File: src/rtl/synth_pkg.sv
// Shared definitions for the voice pipelines and the mixer: voice state codes,
// sample width and the mixer FSM encoding.
package synth_pkg;

    localparam int SAMPLE_W = 16;

    localparam logic [1:0] ST_IDLE = 2'b00;
    localparam logic [1:0] ST_BSY  = 2'b01;
    localparam logic [1:0] ST_RDY  = 2'b10;

    typedef enum logic [1:0] {
        S_IDLE = 2'b00,
        S_SCAN = 2'b01,
        S_OUT  = 2'b10
    } mix_state_t;

endpackage

File: src/rtl/sat_shift.sv
// Arithmetic right shift (floors toward -inf) then saturation to a signed sample.
// Purely combinational, no backpressure.
module sat_shift
    import synth_pkg::*;
#(
    parameter int ACC_W = 19,
    parameter int SHIFT = 0
) (
    input  logic signed [ACC_W-1:0]    acc_i,
    output logic signed [SAMPLE_W-1:0] sat_o
);

    localparam logic signed [ACC_W-1:0] MAX_V =
        {{(ACC_W-SAMPLE_W+1){1'b0}}, {(SAMPLE_W-1){1'b1}}};
    localparam logic signed [ACC_W-1:0] MIN_V =
        {{(ACC_W-SAMPLE_W+1){1'b1}}, {(SAMPLE_W-1){1'b0}}};

    logic signed [ACC_W-1:0] shifted;

    assign shifted = acc_i >>> SHIFT;

    always_comb begin
        sat_o = shifted[SAMPLE_W-1:0];
        if (shifted > MAX_V) begin
            sat_o = MAX_V[SAMPLE_W-1:0];
        end else if (shifted < MIN_V) begin
            sat_o = MIN_V[SAMPLE_W-1:0];
        end
    end

endmodule

File: src/rtl/voice_mixer.sv
// Snapshots all voices on a tick, sums the RDY ones one per cycle, emits a saturated mix.
// Latency NUM_VOICES+2 edges; no backpressure: ticks arriving while busy are dropped and flag o_overrun.
module voice_mixer
    import synth_pkg::*;
#(
    parameter int  NUM_VOICES = 8,
    parameter int  SHIFT      = 0,
    localparam int ACC_W      = SAMPLE_W + $clog2(NUM_VOICES),
    localparam int CNT_W      = $clog2(NUM_VOICES + 1),
    localparam int IDX_W      = $clog2(NUM_VOICES)
) (
    input  logic                             clk,
    input  logic                             rst,
    input  logic                             clk_en,
    input  logic [2*NUM_VOICES-1:0]          i_states,
    input  logic [SAMPLE_W*NUM_VOICES-1:0]   i_signals,
    input  logic                             i_clr_ovr,
    output logic signed [SAMPLE_W-1:0]       o_sample,
    output logic                             o_valid,
    output logic [CNT_W-1:0]                 o_active,
    output logic                             o_busy,
    output logic                             o_overrun
);

    mix_state_t                              state_q, state_d;
    logic [NUM_VOICES-1:0][1:0]              snap_st_q, snap_st_d;
    logic [NUM_VOICES-1:0][SAMPLE_W-1:0]     snap_sig_q, snap_sig_d;
    logic signed [ACC_W-1:0]                 acc_q, acc_d;
    logic [CNT_W-1:0]                        cnt_q, cnt_d;
    logic [IDX_W-1:0]                        idx_q, idx_d;
    logic signed [SAMPLE_W-1:0]              sample_q, sample_d;
    logic                                    valid_q, valid_d;
    logic [CNT_W-1:0]                        active_q, active_d;
    logic                                    overrun_q, overrun_d;

    logic [1:0]                              cur_st;
    logic [SAMPLE_W-1:0]                     cur_sig;
    logic signed [SAMPLE_W-1:0]              sat_sample;

    assign cur_st  = snap_st_q[idx_q];
    assign cur_sig = snap_sig_q[idx_q];

    sat_shift #(
        .ACC_W (ACC_W),
        .SHIFT (SHIFT)
    ) u_sat (
        .acc_i (acc_q),
        .sat_o (sat_sample)
    );

    always_comb begin
        state_d    = state_q;
        snap_st_d  = snap_st_q;
        snap_sig_d = snap_sig_q;
        acc_d      = acc_q;
        cnt_d      = cnt_q;
        idx_d      = idx_q;
        sample_d   = sample_q;
        valid_d    = 1'b0;
        active_d   = active_q;
        overrun_d  = overrun_q;

        if (i_clr_ovr) begin
            overrun_d = 1'b0;
        end

        case (state_q)
            S_IDLE: begin
                if (clk_en) begin
                    snap_st_d  = i_states;
                    snap_sig_d = i_signals;
                    acc_d      = '0;
                    cnt_d      = '0;
                    idx_d      = '0;
                    state_d    = S_SCAN;
                end
            end
            S_SCAN: begin
                if (cur_st == ST_RDY) begin
                    acc_d = acc_q + {{(ACC_W-SAMPLE_W){cur_sig[SAMPLE_W-1]}}, cur_sig};
                    cnt_d = cnt_q + CNT_W'(1);
                end
                idx_d = idx_q + IDX_W'(1);
                if (idx_q == IDX_W'(NUM_VOICES - 1)) begin
                    state_d = S_OUT;
                end
            end
            S_OUT: begin
                sample_d = sat_sample;
                active_d = cnt_q;
                valid_d  = 1'b1;
                state_d  = S_IDLE;
            end
            default: begin
                state_d = S_IDLE;
            end
        endcase

        // A tick during scan or on the output edge is dropped; set beats clear.
        if (clk_en && (state_q != S_IDLE)) begin
            overrun_d = 1'b1;
        end
    end

    always_ff @(posedge clk or posedge rst) begin
        if (rst) begin
            state_q    <= S_IDLE;
            snap_st_q  <= '0;
            snap_sig_q <= '0;
            acc_q      <= '0;
            cnt_q      <= '0;
            idx_q      <= '0;
            sample_q   <= '0;
            valid_q    <= 1'b0;
            active_q   <= '0;
            overrun_q  <= 1'b0;
        end else begin
            state_q    <= state_d;
            snap_st_q  <= snap_st_d;
            snap_sig_q <= snap_sig_d;
            acc_q      <= acc_d;
            cnt_q      <= cnt_d;
            idx_q      <= idx_d;
            sample_q   <= sample_d;
            valid_q    <= valid_d;
            active_q   <= active_d;
            overrun_q  <= overrun_d;
        end
    end

    assign o_sample  = sample_q;
    assign o_valid   = valid_q;
    assign o_active  = active_q;
    assign o_busy    = (state_q != S_IDLE);
    assign o_overrun = overrun_q;

endmodule

File: config.mk
export PLATFORM = sky130hd
export DESIGN_NAME = voice_mixer
export DESIGN_NICKNAME = d
export VERILOG_FILES = /design/src/rtl/synth_pkg.sv /design/src/rtl/sat_shift.sv /design/src/rtl/voice_mixer.sv
export SDC_FILE = /design/constraint.sdc
export NUM_CORES = 1
export LEC_CHECK = 0
export ABC_AREA = 1
export CAP_MARGIN = 15
export CORE_UTILIZATION = 50
export CTS_CLUSTER_DIAMETER = 60
export CTS_CLUSTER_SIZE = 20
export DETAILED_ROUTE_END_ITERATION = 16
export PLACE_DENSITY = 0.76
export SYNTH_ARGS = -nofsm -noshare
export SYNTH_HDL_FRONTEND = slang
export SYNTH_SLANG_ARGS = --single-unit
File: constraint.sdc
create_clock -name clk -period 19.6 [get_ports clk]
set_clock_uncertainty 0.05 [all_clocks]
set_input_delay 5.88 -clock clk [delete_from_list [all_inputs] [get_ports clk]]
set_output_delay 5.88 -clock clk [all_outputs]
set_load 0.02 [all_outputs]
---- Word-level counts from Yosys, hierarchy flattened ----
Cells that the tools add are included.
word-level totals
  logic and storage cells ................. 66
  output and inout bits ................... 23
  register bits after elaboration ......... 194
  input port bits ......................... 148
operators by class
  equal/unequal tests ..................... 7
  magnitude comparators ................... 3
  reduce and logical (&&, ||, !) cells .... 9
  $add $sub $neg .......................... 3
  mux-type cells .......................... 20
operators by type and width
  operator              number
  $bmux 16 s3           1
  $mux 16               3
  $mux 19               2
  $pmux 19 s2           1
  $add 19x19->19        1
  $gt 19x16->1 const B  1
  $lt 19x16->1 const B  1
  $mux 4                2
  $pmux 4 s2            1
  $bmux 2 s3            1
  $mux 2                3
  $ne 2x2->1 const B    3
  $pmux 3 s2            1
  $reduce_and 2->1      3
  $reduce_bool 2->1     3
  $add 4x1->4 const B   1
  $eq 2x2->1 const B    2
  $lt 3x4->1 const B    1
  $pmux 2 s2            1
  $add 3x1->3 const B   1
  $eq 3x3->1 const B    1
  $mux 1                3
  $mux 3                1
  $reduce_and 3->1      1
  3 further kinds       3

---- Logic depth before layout (Yosys ltp) ----
Gate-level depths: netlist of run 1.
  depth after elaboration ................. 5
  gate-level depth with buffers ........... 20
  gate-level depth less buffers ........... 17

---- Modules after synthesis ----
Synthesis of run 1 repeated with hierarchy kept, for this count alone.
second synthesis, totals
  cell total of the unflattened synthesis .. 1277
  area, all modules ....................... 9730.6 sq um
modules (own cells, without submodules)
  module       times used  area an instance (sq um)  cells an instance
  voice_mixer  1           9559.2                    1237
  sat_shift    1           171.4                     40

---- Least setup slack after synthesis of run 1 ----
Ideal clock, no wire load.
  path kind ............................... input-to-reg
  from .................................... input port clk_en
  to ...................................... register snap_sig_q[31] (netlist bit)
  cell stages on the path ................. 6
  data arrival time ....................... 6.563 ns
  path slack .............................. 12.861 ns
  setup time .............................. 0.126 ns
  cell sequence ........................... inv_1 > nor2_1 > buf_2 > buf_4 > buf_4 > o21ai_0
between the ends
  longest elaborated chain between the ends .. 1
RTL lines
  item                               RTL line            source
  start, declared                    voice_mixer.sv:14   input logic clk_en,
  $reduce_and 2->1 (no source line)  n/a
  end signal, assigned               voice_mixer.sv:120  snap_sig_q <= snap_sig_d;
  end, declared                      voice_mixer.sv:27   logic [NUM_VOICES-1:0][SAMPLE_W-1:0] snap_sig_q, snap_sig_d;
Every way passes these cells.
A chain may end at the register's enable or synchronous reset.

---- Worst setup path after layout of run 1 ----
  from .................................... input port clk_en
  to ...................................... register snap_sig_q[72] (netlist bit)
The elaborated chain is that of the path after synthesis.

==> results of run 1 <==
## logic make-up after synthesis
family | count (synthesis) | share of synthesized area (%)
xor+xnor | 10 | 0.907
buf+inv | 152 | 7.58
compound gates | 215 | 11.9
flops | 194 | 50.3
fa+ha+maj | 22 | 2.93
simple gates | 650 | 26.4
## where the power goes
part | switching, uW | internal [uW] | leakage [uW]
Combinational | 723 | 401 | 0.00314
Clock | 159 | 203 | 0.000285
Sequential | 106 | 590 | 0.00239
## cell usage after synthesis, drive strengths merged
master  number
a21oi       32
a31oi       15
and2         1
buf         42
clkbuf      23
dfrtp      194
fa           1
ha          21
inv         87
nand2      508
nand3       41
nand3b       3
nor2        92
nor3         3
nor4         1
o211ai      15
o21ai      141
o21bai       1
o22ai       11
or2          1
xnor2        7
xor2         3
## registers in the layout, summed over array words and instances (netlist names)
name and cells:
acc_q 19, cnt_q 4, idx_q 3, o_active 4, o_overrun 1, o_sample 16
o_valid 1, snap_sig_q 128, snap_st_q 16, state_q 2
## final timing paths
path	startpoint	slack [ns]	depth (start not counted)	end
setup / recovery	clk_en	11.42	8	snap_sig_q[72]$_DFFE_PP0P_
hold / removal	snap_sig_q[71]$_DFFE_PP0P_	0.42	2	snap_sig_q[71]$_DFFE_PP0P_
setup reg to reg	idx_q[0]$_DFFE_PP0P_	15.50	16	acc_q[14]$_DFFE_PP0P_
hold reg to reg	snap_sig_q[71]$_DFFE_PP0P_	0.42	2	snap_sig_q[71]$_DFFE_PP0P_
max in group asynchronous	rst	12.30	3	snap_sig_q[64]$_DFFE_PP0P_
min in group asynchronous	rst	6.02	2	snap_st_q[15]$_DFFE_PP0P_
## metal layers
metal  global-route usage, %  up-vias
li1                        -     4207
met1                    36.3     3962
met2                    41.3      282
met3                    3.87       31
met4                    8.75        0
met5                       0        -
## area by class of cell
type / count / share of cell area [%]
clock buffer: 18 / 3.59
timing repair buffer: 177 / 14.7
tap: 260 / 2.72
inverter: 87 / 2.87
clock inverter: 14 / 1.51
sequential: 194 / 40.6
multi-input combinational: 897 / 34.1
## worst max-delay path: stages
cell	delay, ns
clkdlybuf4s50_1	0.46
inv_1	0.07
nor2_4	0.09
buf_4	0.76
inv_2	0.31
buf_4	0.47
nand2_1	0.18
nand2_1	0.07
## metrics by stage
| step | util (%) | instances |
|---|---|---|
| floorplan | - | 1243 |
| global placement | 60.3 | 1615 |
| detailed placement | 60.3 | 1615 |
| CTS | 63.6 | 1647 |
| global route | 63.6 | 1647 |
| finish | 63.6 | 1647 |
==> impl_metrics.ini, run 1 <==
[outcome]
status = complete, no violations

[power_and_ir_drop]
p_leak_uw = 0.00581
power.total_uw = 2180
max-vdd-ir-drop_uv = 88.3
power_density_nw_per_um2 = 182

[final_layout]
stdcell_area_um2 = 12000
layout_commonest_cell = nand2_1
area_growth_pct = 23.9
multi_input_area_um2 = 4080
drive_gt1_share_pct = 4.04
seq_area_um2 = 4860
antennaDiodeCount = 0
n_fill_cell = 1631
final_cell_mix = nand2_1 (506), dfrtp_1 (193), clkdlybuf4s50_1 (170)
layout.nets = 1544

[timing]
worstMarginPinSlew_ns = 1.07
finalCritPeriodShare_pct = 41.7
drv_slew = 0
relSlewSlack_pct = 28.9
fin_tns_setup_ns = 0
grt_setup_unrepaired = no
max_freq_mhz = 122
setup_violations = 0
finalHoldViolCount = 0
min_period_ns = 8.18
worst_hold_slack_ns = 0.421
setup_slack_ns = 11.42

[cts]
cts_hold_buf = 0
path_clk_slew_ns = 0.07
cts_sinks = 194
cts_resized = 0
cts_max_level = 4
cts_buffer_depth = 2
cts_tree = yes
cts_root_buffer = clkbuf_16
cts_setup_buffers = 0
numCtsBuffers = 17
clk_latency_ns = 0.43

[detailed_routing]
met3_length_um = 1240
drc_errors = 0
top_layer_used = met4
wl_met2_um = 11300
routed_via_density = 5.15
wl_met1_um = 11400
wire_per_inst_um = 14.9
vias = 8482
dr.pass1.iters = 5
wl_um = 24500
drtIter0Drc = 752
drtAntennaViolNets = 0

[global_route]
grt.total_usage_pct = 25.9
grt_pass1_wl_um = 40000
antenna_found_initial = 0
grt_start_max_net_pins = 147
grt_pass1_vias = 8125
grt.overflow.total = 0

[critical_path]
critPathMaxFanout = 119
crit_path_end_kind = register
worstPathRequired_ns = 19.87
critical_path_class = in2reg
crit_arrival_ns = 8.45
worst_setup_path_start_kind = input pin

[yosys]
ys_warn_count = 0
synth.area.top_cells = dfrtp_1 (50%), nand2_1 (20%), o21ai_0 (6.9%)
seq_area_frac_synth_pct = 50.3
ys_ff_latch = 194
yosysTopAreaCell = dfrtp_1
synthesis.nets = 1413
syn-instance-count = 1243
syn_area_um2 = 9660
avgSynthCellArea_um2 = 7.77
synth.top_cell.area_share_pct = 50.3
synth_cell_type_count = 32

[placement]
io_buffers = 170
place_ws_ns = 11.02
place.gp.congestion = 0.902
dp_hpwl_um = 17300
place_area_um2 = 11400

[floorplan]
design.core.area_um2 = 18800
initial_core_util_pct = 51.3
die_h_um = 141
design.die.area_um2 = 19900
std_cell_rows = 50
die_x_um = 141
pin_count = 171

[hold_path]
hold_class = reg2reg

[run]
cap_violations = 0
Power figures use the tool's default switching activity.
==> run 2: changes to the inputs <==
clock period = 7.6 ns   (was 19.6 ns; I/O delays follow)
==> impl_metrics.ini, run 2 (same netlist as run 1, synthesis figures left out) <==
[detailed_routing]
wire_per_inst_um = 14.8
vias = 8462
drc_errors = 0
drtIter0Drc = 783
drtAntennaViolNets = 0
routed_via_density = 5.14
wl_um = 24300
dr.pass1.iters = 5

[cts]
cts_buffer_depth = 2
cts_setup_buffers = 0
cts_resized = 0
cts_hold_buf = 0
cts_root_buffer = clkbuf_16
clk_latency_ns = 0.44
numCtsBuffers = 17
cts_sinks = 194
cts_tree = yes
path_clk_slew_ns = 0.07
cts_max_level = 4

[timing]
finalCritPeriodShare_pct = 55.8
grt_setup_unrepaired = no
fin_tns_setup_ns = 0
max_freq_mhz = 236
setup_violations = 0
min_period_ns = 4.24
worstMarginPinSlew_ns = 0.901
relSlewSlack_pct = 40.0
drv_slew = 0
finalHoldViolCount = 0

[global_route]
grt.overflow.total = 0
grt_pass1_vias = 8048
grt_pass1_wl_um = 39300
grt.total_usage_pct = 25.3
grt_start_max_net_pins = 192
antenna_found_initial = 0

[floorplan]
initial_core_util_pct = 51.3
design.die.area_um2 = 19900
design.core.area_um2 = 18800
die_h_um = 141
die_x_um = 141
std_cell_rows = 50
pin_count = 171

[critical_path]
worst_setup_path_start_kind = input pin
crit_arrival_ns = 4.52
critical_path_depth = 8
cp_num_buf_inv = 5
reg2reg_depth = 16
critical_path_class = in2reg
crit_path_end_kind = register
slowest_stage = clkdlybuf4s50_1
cp_common_cell = nand2_1
crit_chain = clkdlybuf4s50_1 -> inv_1 -> nor2_4 -> buf_12 -> inv_2 -> buf_4 -> nand2_1 -> nand2_1
crit_family = buffers and inverters
cp_slowest_stage_delay_ns = 0.47
critPathMaxFanout = 191
worstPathRequired_ns = 7.87

[power_and_ir_drop]
power.total_uw = 5530
p_leak_uw = 0.00579
power_density_nw_per_um2 = 463
max-vdd-ir-drop_uv = 226

[final_layout]
top_register = snap_sig_q
drive_gt1_share_pct = 3.75
n_fill_cell = 1662
layout_commonest_cell = nand2_1
final_cell_mix = nand2_1 (506), dfrtp_1 (193), clkdlybuf4s50_1 (170)
utilization_pct = 63.4
reg_top3 = snap_sig_q: 128 flops, acc_q: 19 flops
fin_cells = 1646
largest_reg_flops = 128
area_growth_pct = 23.6
layout.nets = 1544
antennaDiodeCount = 0

[hold_path]
min_path_cells = 2
hold_class = reg2reg

[placement]
place.gp.congestion = 0.912
io_buffers = 170
dp_cells = 1614
dp_hpwl_um = 17200

[run]
cap_violations = 0

[outcome]
status = complete, no violations
[run 2: cell count changes in the layout (fill, tap and decap cells not counted), sizes merged]
cell    delta
clkinv     -1
inv        -1
bufinv     -2
clkbuf     +3
[run 2: worst reg2reg max path, stage by stage, from the launching register on]
cell      delay, ns
dfrtp_4        0.64
buf_4          0.67
inv_6          0.25
o21ai_0        0.28
o22ai_1        0.15
nor2_1         0.13
a31oi_1        0.10
ha_1           0.29
fa_1           0.45
nand2_1        0.10
nor2_1         0.04
nor2_1         0.21
o21ai_1        0.16
nand3_1        0.15
nand3b_1       0.11
nand3_2        0.10
nand2_1        0.05
[run 2: per-layer routing]
layer | vias to the layer above | global-route usage [%] | routed length [um]
met5 | - | 0 | 0
met4 | 0 | 8.30 | 556
met3 | 42 | 4.93 | 1320
met2 | 271 | 40.8 | 11300
met1 | 3932 | 34.5 | 11100
li1 | 4217 | - | -
[run 2: worst paths after layout]
kind                                            start                     endpoint  slack [ns]
hold / removal             snap_sig_q[75]$_DFFE_PP0P_   snap_sig_q[75]$_DFFE_PP0P_        0.42
max in group asynchronous                         rst  snap_sig_q[127]$_DFFE_PP0P_        4.41
hold reg to reg            snap_sig_q[75]$_DFFE_PP0P_   snap_sig_q[75]$_DFFE_PP0P_        0.42
min in group asynchronous                         rst      o_active[1]$_DFFE_PP0P_        2.05
setup / recovery                               clk_en   snap_sig_q[65]$_DFFE_PP0P_        3.36
setup reg to reg                 idx_q[0]$_DFFE_PP0P_        acc_q[14]$_DFFE_PP0P_        3.56
[run 2: final cells by class]
cell class	count	area, um^2	share of cell area, %
inverter	87	340	2.85
sequential	194	4860	40.7
multi-input combinational	897	4080	34.2
timing repair buffer	177	1790	15.0
tap	260	325	2.73
clock inverter	10	104	0.870
clock buffer	21	440	3.69
[run 2: report_power, final]
part | switching, uW | internal (uW) | total, uW
clock network | 392 | 454 | 846
registers | 279 | 1520 | 1800
logic | 1850 | 1030 | 2880
total | 2520 | 3010 | 5530
[run 2: stage by stage]
| step | worst slack (ns) | hold slack, ns | cell area (um^2) |
|---|---|---|---|
| 6_report | 3.36 | 0.419 | 11900 |
| 5_1_grt | 3.16 | 0.430 | 11900 |
| 4_1_cts | 3.35 | 0.421 | 11900 |
| 3_5_place_dp | 2.91 | 0.403 | 11400 |
| 3_3_place_gp | 2.96 | 0.399 | 11400 |
| 2_1_floorplan | 2.77 | 0.387 | 9660 |
==> run 3: changes to the inputs <==
CORE_UTILIZATION = 48   (was 50)
PLACE_DENSITY = 0.77   (was 0.76)
clock period = 3.4 ns   (was 7.6 ns; I/O delays follow)
==> impl_metrics.ini, run 3 (same netlist as run 1, synthesis figures left out) <==
[power_and_ir_drop]
power_frac_seq_pct = 32.7
p_leak_uw = 0.00586
swShare_pct = 45.9
power_density_nw_per_um2 = 1050
pwr-share-clk_pct = 15.4
p_switching_uw = 5810
max-vdd-ir-drop_uv = 464
p_int_uw = 6840
power_frac_comb_pct = 52.0

[cts]
numCtsBuffers = 17
cts_sinks = 194
cts_buffer_depth = 2
cts_tree = yes
cts_max_level = 4
cts_hold_buf = 0
clk_latency_ns = 0.43
cts_root_buffer = clkbuf_16
path_clk_slew_ns = 0.07

[detailed_routing]
wire_per_inst_um = 15.4
drtAntennaViolNets = 0
dr.pass1.iters = 6
routed_via_density = 5.16
wl_um = 25600
drtIter0Drc = 914
vias = 8553
drc_errors = 0

[run]
cap_violations = 0

[critical_path]
crit_arrival_ns = 3.35
worst_setup_path_start_kind = register
critical_path_class = reg2reg
critPathMaxFanout = 33
worstPathRequired_ns = 3.67
crit_path_end_kind = register

[floorplan]
pin_count = 171
initial_core_util_pct = 49.3
std_cell_rows = 51
die_x_um = 144
design.core.area_um2 = 19600
design.die.area_um2 = 20700
die_h_um = 144

[timing]
max_freq_mhz = 324
setup_violations = 0
finalCritPeriodShare_pct = 90.7
worstMarginPinSlew_ns = 0.871
relSlewSlack_pct = 41.7
drv_slew = 0
min_period_ns = 3.08
finalHoldViolCount = 0
setup_slack_ns = 0.316
grt_setup_unrepaired = no

[global_route]
grt_start_max_net_pins = 101
grt_pass1_vias = 8035
grt.total_usage_pct = 26.1
antenna_found_initial = 0
grt.overflow.total = 0
grt_pass1_wl_um = 41000

[final_layout]
utilization_pct = 61.7
antennaDiodeCount = 0
layout_commonest_cell = nand2_1
drive_gt1_share_pct = 4.52
largest_reg_flops = 128
layout.nets = 1553
seq_area_um2 = 4860
area_growth_pct = 25.2
stdcell_area_um2 = 12100
n_fill_cell = 1722
reg_top3 = snap_sig_q: 128 flops, acc_q: 19 flops
top_register = snap_sig_q
final_cell_mix = nand2_1 (506), dfrtp_1 (192), clkdlybuf4s50_1 (170)
multi_input_area_um2 = 4080

[placement]
place_ws_ns = 0.283
dp_hpwl_um = 19000
place.gp.congestion = 0.980
io_buffers = 170
place_area_um2 = 11500

[hold_path]
hold_class = reg2reg

[outcome]
status = complete, no violations
## run 3: cell types whose count changed in the layout (fill, tap and decap cells not counted), sizes merged
cell / delta
buf: +9
clkinvlp: -1
## run 3: worst max-delay path: stages (launching register included)
cell     delay [ns]
dfrtp_4        0.60
inv_6          0.24
o21ai_0        0.12
o22ai_1        0.23
nor2_1         0.10
a31oi_1        0.17
ha_1           0.32
nand2_1        0.18
inv_1          0.05
a21oi_1        0.28
nand3_1        0.22
a21oi_1        0.19
nand2_1        0.09
nand3_2        0.07
nand2_1        0.05
## run 3: area by class of cell
class                      instances  share of cell area (%)
clock buffer                      21                    3.81
clock inverter                     9                   0.828
inverter                          87                    2.82
multi-input combinational        897                    33.7
sequential                       194                    40.2
tap                              265                    2.74
timing repair buffer             186                    15.9
## run 3: routing by layer
layer  global-route usage (%)  routed length, um  vias to the layer above  share of wire, %
met1                     36.6              11600                     3933                45
met4                     7.17                544                        0               2.1
li1                         -                  -                     4234                 -
met2                     40.6              11600                      343                45
met5                        0                  0                        -                 0
met3                     5.73               1850                       43               7.2
## run 3: worst paths after layout
kind / cells after the start / slack (ns) / endpoint / from
min in group asynchronous: 2 / 1.00 / snap_sig_q[127]$_DFFE_PP0P_ / rst
hold reg to reg: 2 / 0.42 / snap_sig_q[79]$_DFFE_PP0P_ / snap_sig_q[79]$_DFFE_PP0P_
max in group asynchronous: 3 / 1.58 / snap_sig_q[118]$_DFFE_PP0P_ / rst
setup / recovery: 14 / 0.32 / acc_q[18]$_DFFE_PP0P_ / idx_q[0]$_DFFE_PP0P_
hold / removal: 2 / 0.42 / snap_sig_q[79]$_DFFE_PP0P_ / snap_sig_q[79]$_DFFE_PP0P_
setup reg to reg: 14 / 0.32 / acc_q[18]$_DFFE_PP0P_ / idx_q[0]$_DFFE_PP0P_
## run 3: power by group through the flow
stage               registers [uW]  logic, uW  clock network (uW)
global placement              4140       6380                   0
floorplan                     3990       4780                   0
CTS                           4130       6500                1970
detailed placement            4160       6450                   0
finish                        4130       6570                1940
global route                  4240       7440                2060
## run 3: metrics by stage
step / cells / total power [uW] / hold slack, ns / TNS (ns)
after global routing: 1659 / 13700 / 0.444 / 0
after detailed placement: 1628 / 10600 / 0.404 / 0
after floorplan: 1243 / 8770 / 0.387 / -33.84
after global placement: 1628 / 10500 / 0.401 / 0
final: 1659 / 12600 / 0.423 / 0
after CTS: 1658 / 12600 / 0.422 / 0
## run 3: repair_timing
item,CTS,global route
resized for setup,0,1
endpoints found under the setup margin,0,2
setup buffers,0,1
